File: config.mk
export PLATFORM = sky130hd
export DESIGN_NAME = stream_arbiter
export DESIGN_NICKNAME = d
export VERILOG_FILES = /design/src/rtl/eth_helper_pkg.sv /design/src/rtl/stream_fifo.sv /design/src/rtl/stream_arbiter.sv
export SDC_FILE = /design/constraint.sdc
export NUM_CORES = 1
export LEC_CHECK = 0
export ABC_AREA = 0
export CAP_MARGIN = 20
export CORE_AREA = 10 10 298 300
export DETAILED_ROUTE_END_ITERATION = 10
export DIE_AREA = 0 0 308 310
export SLEW_MARGIN = 20
export SYNTH_ARGS = -nofsm -noshare
export SYNTH_HDL_FRONTEND = slang
export SYNTH_SLANG_ARGS = --single-unit
File: constraint.sdc
create_clock -name clk -period 9 [get_ports clk]
set_clock_uncertainty 0.15 [all_clocks]
set_input_delay 1.8 -clock clk [delete_from_list [all_inputs] [get_ports clk]]
set_output_delay 1.8 -clock clk [all_outputs]
set_load 0.005 [all_outputs]
File: src/rtl/eth_helper_pkg.sv
// Shared types and the round-robin helper for the stream arbiter.
// The helper searches upward from the previous winner and wraps at n, not at a power of two.
package eth_helper_pkg;

    typedef enum logic {IDLE, GRANT} arb_state_t;

    localparam int unsigned MAX_SRC = 32;

    // Returns the first set request bit strictly after 'last', wrapping at n; 'last' if none is set.
    function automatic int unsigned rr_next(input logic [MAX_SRC-1:0] req,
                                            input int unsigned        last,
                                            input int unsigned        n);
        int unsigned idx;
        int unsigned result;
        logic        found;
        result = last;
        found  = 1'b0;
        for (int unsigned k = 1; k <= MAX_SRC; k++) begin
            idx = last + k;
            if (idx >= n) idx = idx - n;
            if (k <= n && !found && req[idx[4:0]]) begin
                result = idx;
                found  = 1'b1;
            end
        end
        return result;
    endfunction

endpackage

File: src/rtl/stream_fifo.sv
// Small synchronous FIFO with registered storage; the head entry is read straight from the array.
// Pushes into a full FIFO and pops from an empty one are ignored.
module stream_fifo #(
    parameter  int WIDTH = 8,
    parameter  int DEPTH = 4,
    localparam int CNT_W = $clog2(DEPTH) + 1
) (
    input  logic             clk,
    input  logic             resetn,
    input  logic             push,
    input  logic [WIDTH-1:0] wdata,
    input  logic             pop,
    output logic [WIDTH-1:0] rdata,
    output logic             full,
    output logic             empty,
    output logic [CNT_W-1:0] count
);

    localparam int PTR_W = $clog2(DEPTH);

    logic [WIDTH-1:0] mem_q [DEPTH];
    logic [WIDTH-1:0] mem_d [DEPTH];
    logic [PTR_W-1:0] wr_ptr_q, wr_ptr_d;
    logic [PTR_W-1:0] rd_ptr_q, rd_ptr_d;
    logic [CNT_W-1:0] count_q, count_d;
    logic             do_push, do_pop;

    assign full    = (count_q == CNT_W'(DEPTH));
    assign empty   = (count_q == '0);
    assign count   = count_q;
    assign rdata   = mem_q[rd_ptr_q];
    assign do_push = push && !full;
    assign do_pop  = pop && !empty;

    // NOTE: every signal written here gets its default first, so no path leaves one unassigned (no latch).
    always_comb begin
        mem_d    = mem_q;
        wr_ptr_d = wr_ptr_q;
        rd_ptr_d = rd_ptr_q;
        count_d  = count_q;
        if (do_push) begin
            mem_d[wr_ptr_q] = wdata;
            wr_ptr_d        = wr_ptr_q + PTR_W'(1);
        end
        if (do_pop) rd_ptr_d = rd_ptr_q + PTR_W'(1);
        case ({do_push, do_pop})
            2'b10:   count_d = count_q + CNT_W'(1);
            2'b01:   count_d = count_q - CNT_W'(1);
            default: count_d = count_q;
        endcase
    end

    // NOTE: storage is reset deliberately so the head fields read zero while in reset; the array is tiny.
    // NOTE: sequential state uses non-blocking assignments only, so all flops update together at the edge.
    always_ff @(posedge clk or negedge resetn) begin
        if (!resetn) begin
            for (int i = 0; i < DEPTH; i++) mem_q[i] <= '0;
            wr_ptr_q <= '0;
            rd_ptr_q <= '0;
            count_q  <= '0;
        end else begin
            mem_q    <= mem_d;
            wr_ptr_q <= wr_ptr_d;
            rd_ptr_q <= rd_ptr_d;
            count_q  <= count_d;
        end
    end

endmodule

File: src/rtl/stream_arbiter.sv
// Round-robin arbiter over the AXI channel taps: grants one source per burst, tags each beat
// with its source index and buffers it ahead of a single AXI-Stream master.
module stream_arbiter
    import eth_helper_pkg::*;
#(
    parameter  int NUM_SRC    = 5,
    parameter  int DATA_WIDTH = 128,
    parameter  int FIFO_DEPTH = 4,
    localparam int SRC_IDX_W  = $clog2(NUM_SRC)
) (
    input  logic                          clk,
    input  logic                          resetn,
    input  logic [NUM_SRC-1:0]            src_valid,
    input  logic [NUM_SRC-1:0]            src_in_progress,
    input  logic [NUM_SRC-1:0]            src_last,
    input  logic [NUM_SRC*DATA_WIDTH-1:0] src_data,
    output logic [NUM_SRC-1:0]            src_ready,
    output logic [DATA_WIDTH-1:0]         m_axis_tdata,
    output logic [SRC_IDX_W-1:0]          m_axis_tuser,
    output logic                          m_axis_tlast,
    output logic                          m_axis_tvalid,
    input  logic                          m_axis_tready
);

    localparam int CNT_W   = $clog2(FIFO_DEPTH) + 1;
    localparam int ENTRY_W = DATA_WIDTH + 1 + SRC_IDX_W;

    arb_state_t           state_q, state_d;
    logic [SRC_IDX_W-1:0] grant_q, grant_d;
    logic [SRC_IDX_W-1:0] last_grant_q, last_grant_d;
    logic                 pushed_q, pushed_d;

    logic [CNT_W-1:0]     fifo_count;
    logic                 fifo_full, fifo_empty;
    logic                 ready_ok, do_push, do_pop;
    logic [ENTRY_W-1:0]   push_entry, head_entry;

    // Ready depends only on registered state, so there is no path from src_valid to src_ready.
    assign ready_ok   = (state_q == GRANT) && (fifo_count < CNT_W'(FIFO_DEPTH));
    assign src_ready  = ready_ok ? (NUM_SRC'(1) << grant_q) : '0;
    assign do_push    = ready_ok && !fifo_full && src_valid[grant_q];
    assign push_entry = {src_data[int'(grant_q)*DATA_WIDTH +: DATA_WIDTH], src_last[grant_q], grant_q};

    assign m_axis_tvalid = !fifo_empty;
    assign do_pop        = m_axis_tvalid && m_axis_tready;
    assign {m_axis_tdata, m_axis_tlast, m_axis_tuser} = head_entry;

    always_comb begin
        state_d      = state_q;
        grant_d      = grant_q;
        last_grant_d = last_grant_q;
        pushed_d     = pushed_q;
        case (state_q)
            IDLE: begin
                if (|src_valid && !(|src_in_progress)) begin
                    state_d  = GRANT;
                    grant_d  = SRC_IDX_W'(rr_next(MAX_SRC'(src_valid), 32'(last_grant_q), NUM_SRC));
                    pushed_d = 1'b0;
                end
            end
            GRANT: begin
                if (do_push) pushed_d = 1'b1;
                // Release on the last beat, or abandon a grant the source never used.
                if ((do_push && src_last[grant_q]) || (!pushed_q && !src_valid[grant_q])) begin
                    state_d      = IDLE;
                    last_grant_d = grant_q;
                end
            end
            default: state_d = IDLE;
        endcase
    end

    always_ff @(posedge clk or negedge resetn) begin
        if (!resetn) begin
            state_q      <= IDLE;
            grant_q      <= '0;
            last_grant_q <= SRC_IDX_W'(NUM_SRC - 1);
            pushed_q     <= 1'b0;
        end else begin
            state_q      <= state_d;
            grant_q      <= grant_d;
            last_grant_q <= last_grant_d;
            pushed_q     <= pushed_d;
        end
    end

    stream_fifo #(
        .WIDTH (ENTRY_W),
        .DEPTH (FIFO_DEPTH)
    ) u_fifo (
        .clk    (clk),
        .resetn (resetn),
        .push   (do_push),
        .wdata  (push_entry),
        .pop    (do_pop),
        .rdata  (head_entry),
        .full   (fifo_full),
        .empty  (fifo_empty),
        .count  (fifo_count)
    );

endmodule

==> metrics.cfg <==
[place]
post-place-ws_ns=3.36
finalWeightedCongestion=0.894
dp_cells=4113
port_buffers=795
hpwl_mm=68.1

[routing]
ant_nets=0
vias=21700
vias_per_cell=5.14
drt-initial-drc-count=1505
routedWlPerCell_um=22.2
first_pass_iters=6
route.detailed.drc=0
routed_wl_mm=93.9

[final_layout]
drive_above_1_share=0.136
area_growth_syn_to_layout_pct=39.4
utilization=0.464
n_fill_cell=7694
fin_nets=3772
fin_cells=4226

[synth]
synth-compound-area-share=0.150
synthTopCellsByArea=dfrtp_1 (49%), mux4_2 (21%), o21ai_0 (9.8%), nand2_1 (7.4%), a22oi_1 (3.6%)
netlist-cell-type-count=68
synthFlopType=dfrtp_1
synthMuxAreaShare=0.223
async_flop_share=1.00
synth_seq_cells=543
synth_largest_type_area_fraction=0.492
syn_area_mm2=0.0276
post-synth-top-count-cell=dfrtp_1
synth-xor-area-share=0.00250
synth_edf_count=0
synth.top_cells.by_count=dfrtp_1 (542), nand2_1 (540), o21ai_0 (538)
synth_top_cell_by_area=dfrtp_1
synth_fa_ha_area_frac=0.00962
synth_area_per_cell_um2=11.4
yosys.area_share.simple=0.0886
syn_inst=2427
yosysSeqAreaShare=0.493
syn_nets=3105
ys_warn_count=0
synth_top_family_by_area=multiplexers

[floorplan]
dieHeight_um=310
initial_utilization=0.333
num_rows=106
core_area_mm2=0.0829
boundaryPins=796
die_w_um=308
die-area_mm2=0.0955

[worst_hold_path]
holdCritPathClass=flop to flop
hp-start=u_fifo.mem_q[4]
hold_end=u_fifo.mem_q[4]
worstHoldPathCells=2

[setup_path]
start_kind=flop
path_class=flop to primary output
cp.arrival_ns=3.33
crit_required_ns=7.05
endpoint_kind=primary output
rr_endpoint=u_fifo.mem_q[397]
r2r_cells=7
worstPathMaxFanout=32
ff2ff_setup_slack_ns=4.70
reg2reg_from=grant_q[0]

[timing]
max_freq_ghz=0.189
rsz0062_at_grt=no
tightest_slew_ns=1.06
finalWorstSetupSlack_ns=3.72
slew_headroom=0.295
maxSlewViolCount=0
hold_viol=0
min_period_ns=5.28
period_share=0.586
setup-tns-final_ns=0
setup_viol=0

[power_and_ir_drop]
power.density_mw_per_mm2=299
leakage_nw=16.0
totalPowerFinal_mw=11.5
peakVddDrop_mv=0.207

[global_route]
grt_overflow=0
antenna_found_initial=3
grt_pass1_wl_mm=143
grt_pass1_vias=22900
grt_max_degree=178
grt_use_total=0.191

[cts]
h-tree-depth=2
cts_buffer_depth=3
cts_buffers=59
clock_latency_ns=0.59
clkTransAtPathRegs_ns=0.06
hold_buffers=0
clockRootBuffer=clkbuf_16
post-cts-setup-buffer-count=0
clock-sinks=543
post_cts_resized=0
cts_tree=built

[run_status]
status=complete, no violations

[job]
maxCapViolCount=0

[critical path, stage by stage, from the launching register on]
cell and delay [ns]:
dfrtp_4 0.82, buf_4 0.68, mux4_2 0.63, clkdlybuf4s50_1 0.57
[state kept, by name, indices dropped and copies added, names as in the netlist]
name / cells
u_fifo.mem_q: 528
u_fifo.rd_ptr_q: 2
u_fifo.count: 3
u_fifo.wr_ptr_q: 2
grant_q: 3
state_q: 1
pushed_q: 1
last_grant_q: 3
[how the worst max path moves through the flow]
| stage | from | to | slack (ns) | depth (start not counted) |
|---|---|---|---|---|
| after floorplan | src_valid[3] | u_fifo.count[2] | 4.80 | 12 |
| after global placement | src_valid[3] | u_fifo.mem_q[397] | 3.47 | 7 |
| after detailed placement | src_valid[3] | u_fifo.mem_q[397] | 3.36 | 7 |
| after CTS | u_fifo.rd_ptr_q[0] | m_axis_tdata[81] | 3.61 | 3 |
| after global routing | u_fifo.rd_ptr_q[0] | m_axis_tdata[51] | 3.48 | 3 |
| final | u_fifo.rd_ptr_q[0] | m_axis_tdata[79] | 3.72 | 3 |
[metrics by stage]
stage	hold WS (ns)	instance area, um^2
2_1_floorplan	0.295	27600
3_3_place_gp	0.306	36400
3_5_place_dp	0.315	36400
4_1_cts	0.329	38400
5_1_grt	0.343	38400
6_report	0.322	38400
[power breakdown]
group          switching [mW]  internal, mW  total, mW
Sequential              0.525          3.21       3.73
Clock                    1.03          1.50       2.52
Combinational            2.66          2.59       5.24
Total                    4.21          7.29       11.5
[area by class of cell]
type	instances	area, um^2	area share
diodes	1	2.50	0.0000651
clock buffers	78	1720	0.0448
clock inverters	34	358	0.00931
inverters	16	62.6	0.00163
multi-input cells	1653	13100	0.341
flip-flops and latches	543	13600	0.354
well taps	1080	1350	0.0352
repair buffers	821	8250	0.215
[cell usage in the layout (no fill, tap or decap), types with 11 or more instances in the layout]
| cell | instances |
|---|---|
| clkbuf_16 | 61 |
| a22oi_1 | 131 |
| o21ai_0 | 538 |
| clkinv_2 | 17 |
| mux4_2 | 263 |
| mux2_2 | 11 |
| nor2_1 | 26 |
| clkbuf_8 | 13 |
| inv_1 | 15 |
| dfrtp_1 | 538 |
| nand2_1 | 536 |
| a21oi_1 | 13 |
| buf_4 | 19 |
| ha_1 | 18 |
| clkdlybuf4s50_1 | 794 |
[cell families after synthesis]
family / count (synthesis)
DFF: 543
and+or+nand+nor: 613
AOI/OAI and AO/OA: 730
xor gates and xnor gates: 7
adders and majority gates: 20
buffers and inverters: 231
muxes: 283
[layer usage]
metal | wire, um | GRT usage | vias up
li1 | - | - | 10300
met3 | 5800 | 0.0425 | 106
met5 | 0 | 0 | -
met4 | 2300 | 0.0505 | 0
met2 | 46600 | 0.321 | 556
met1 | 39200 | 0.248 | 10800
Power figures use the tool's default switching activity.
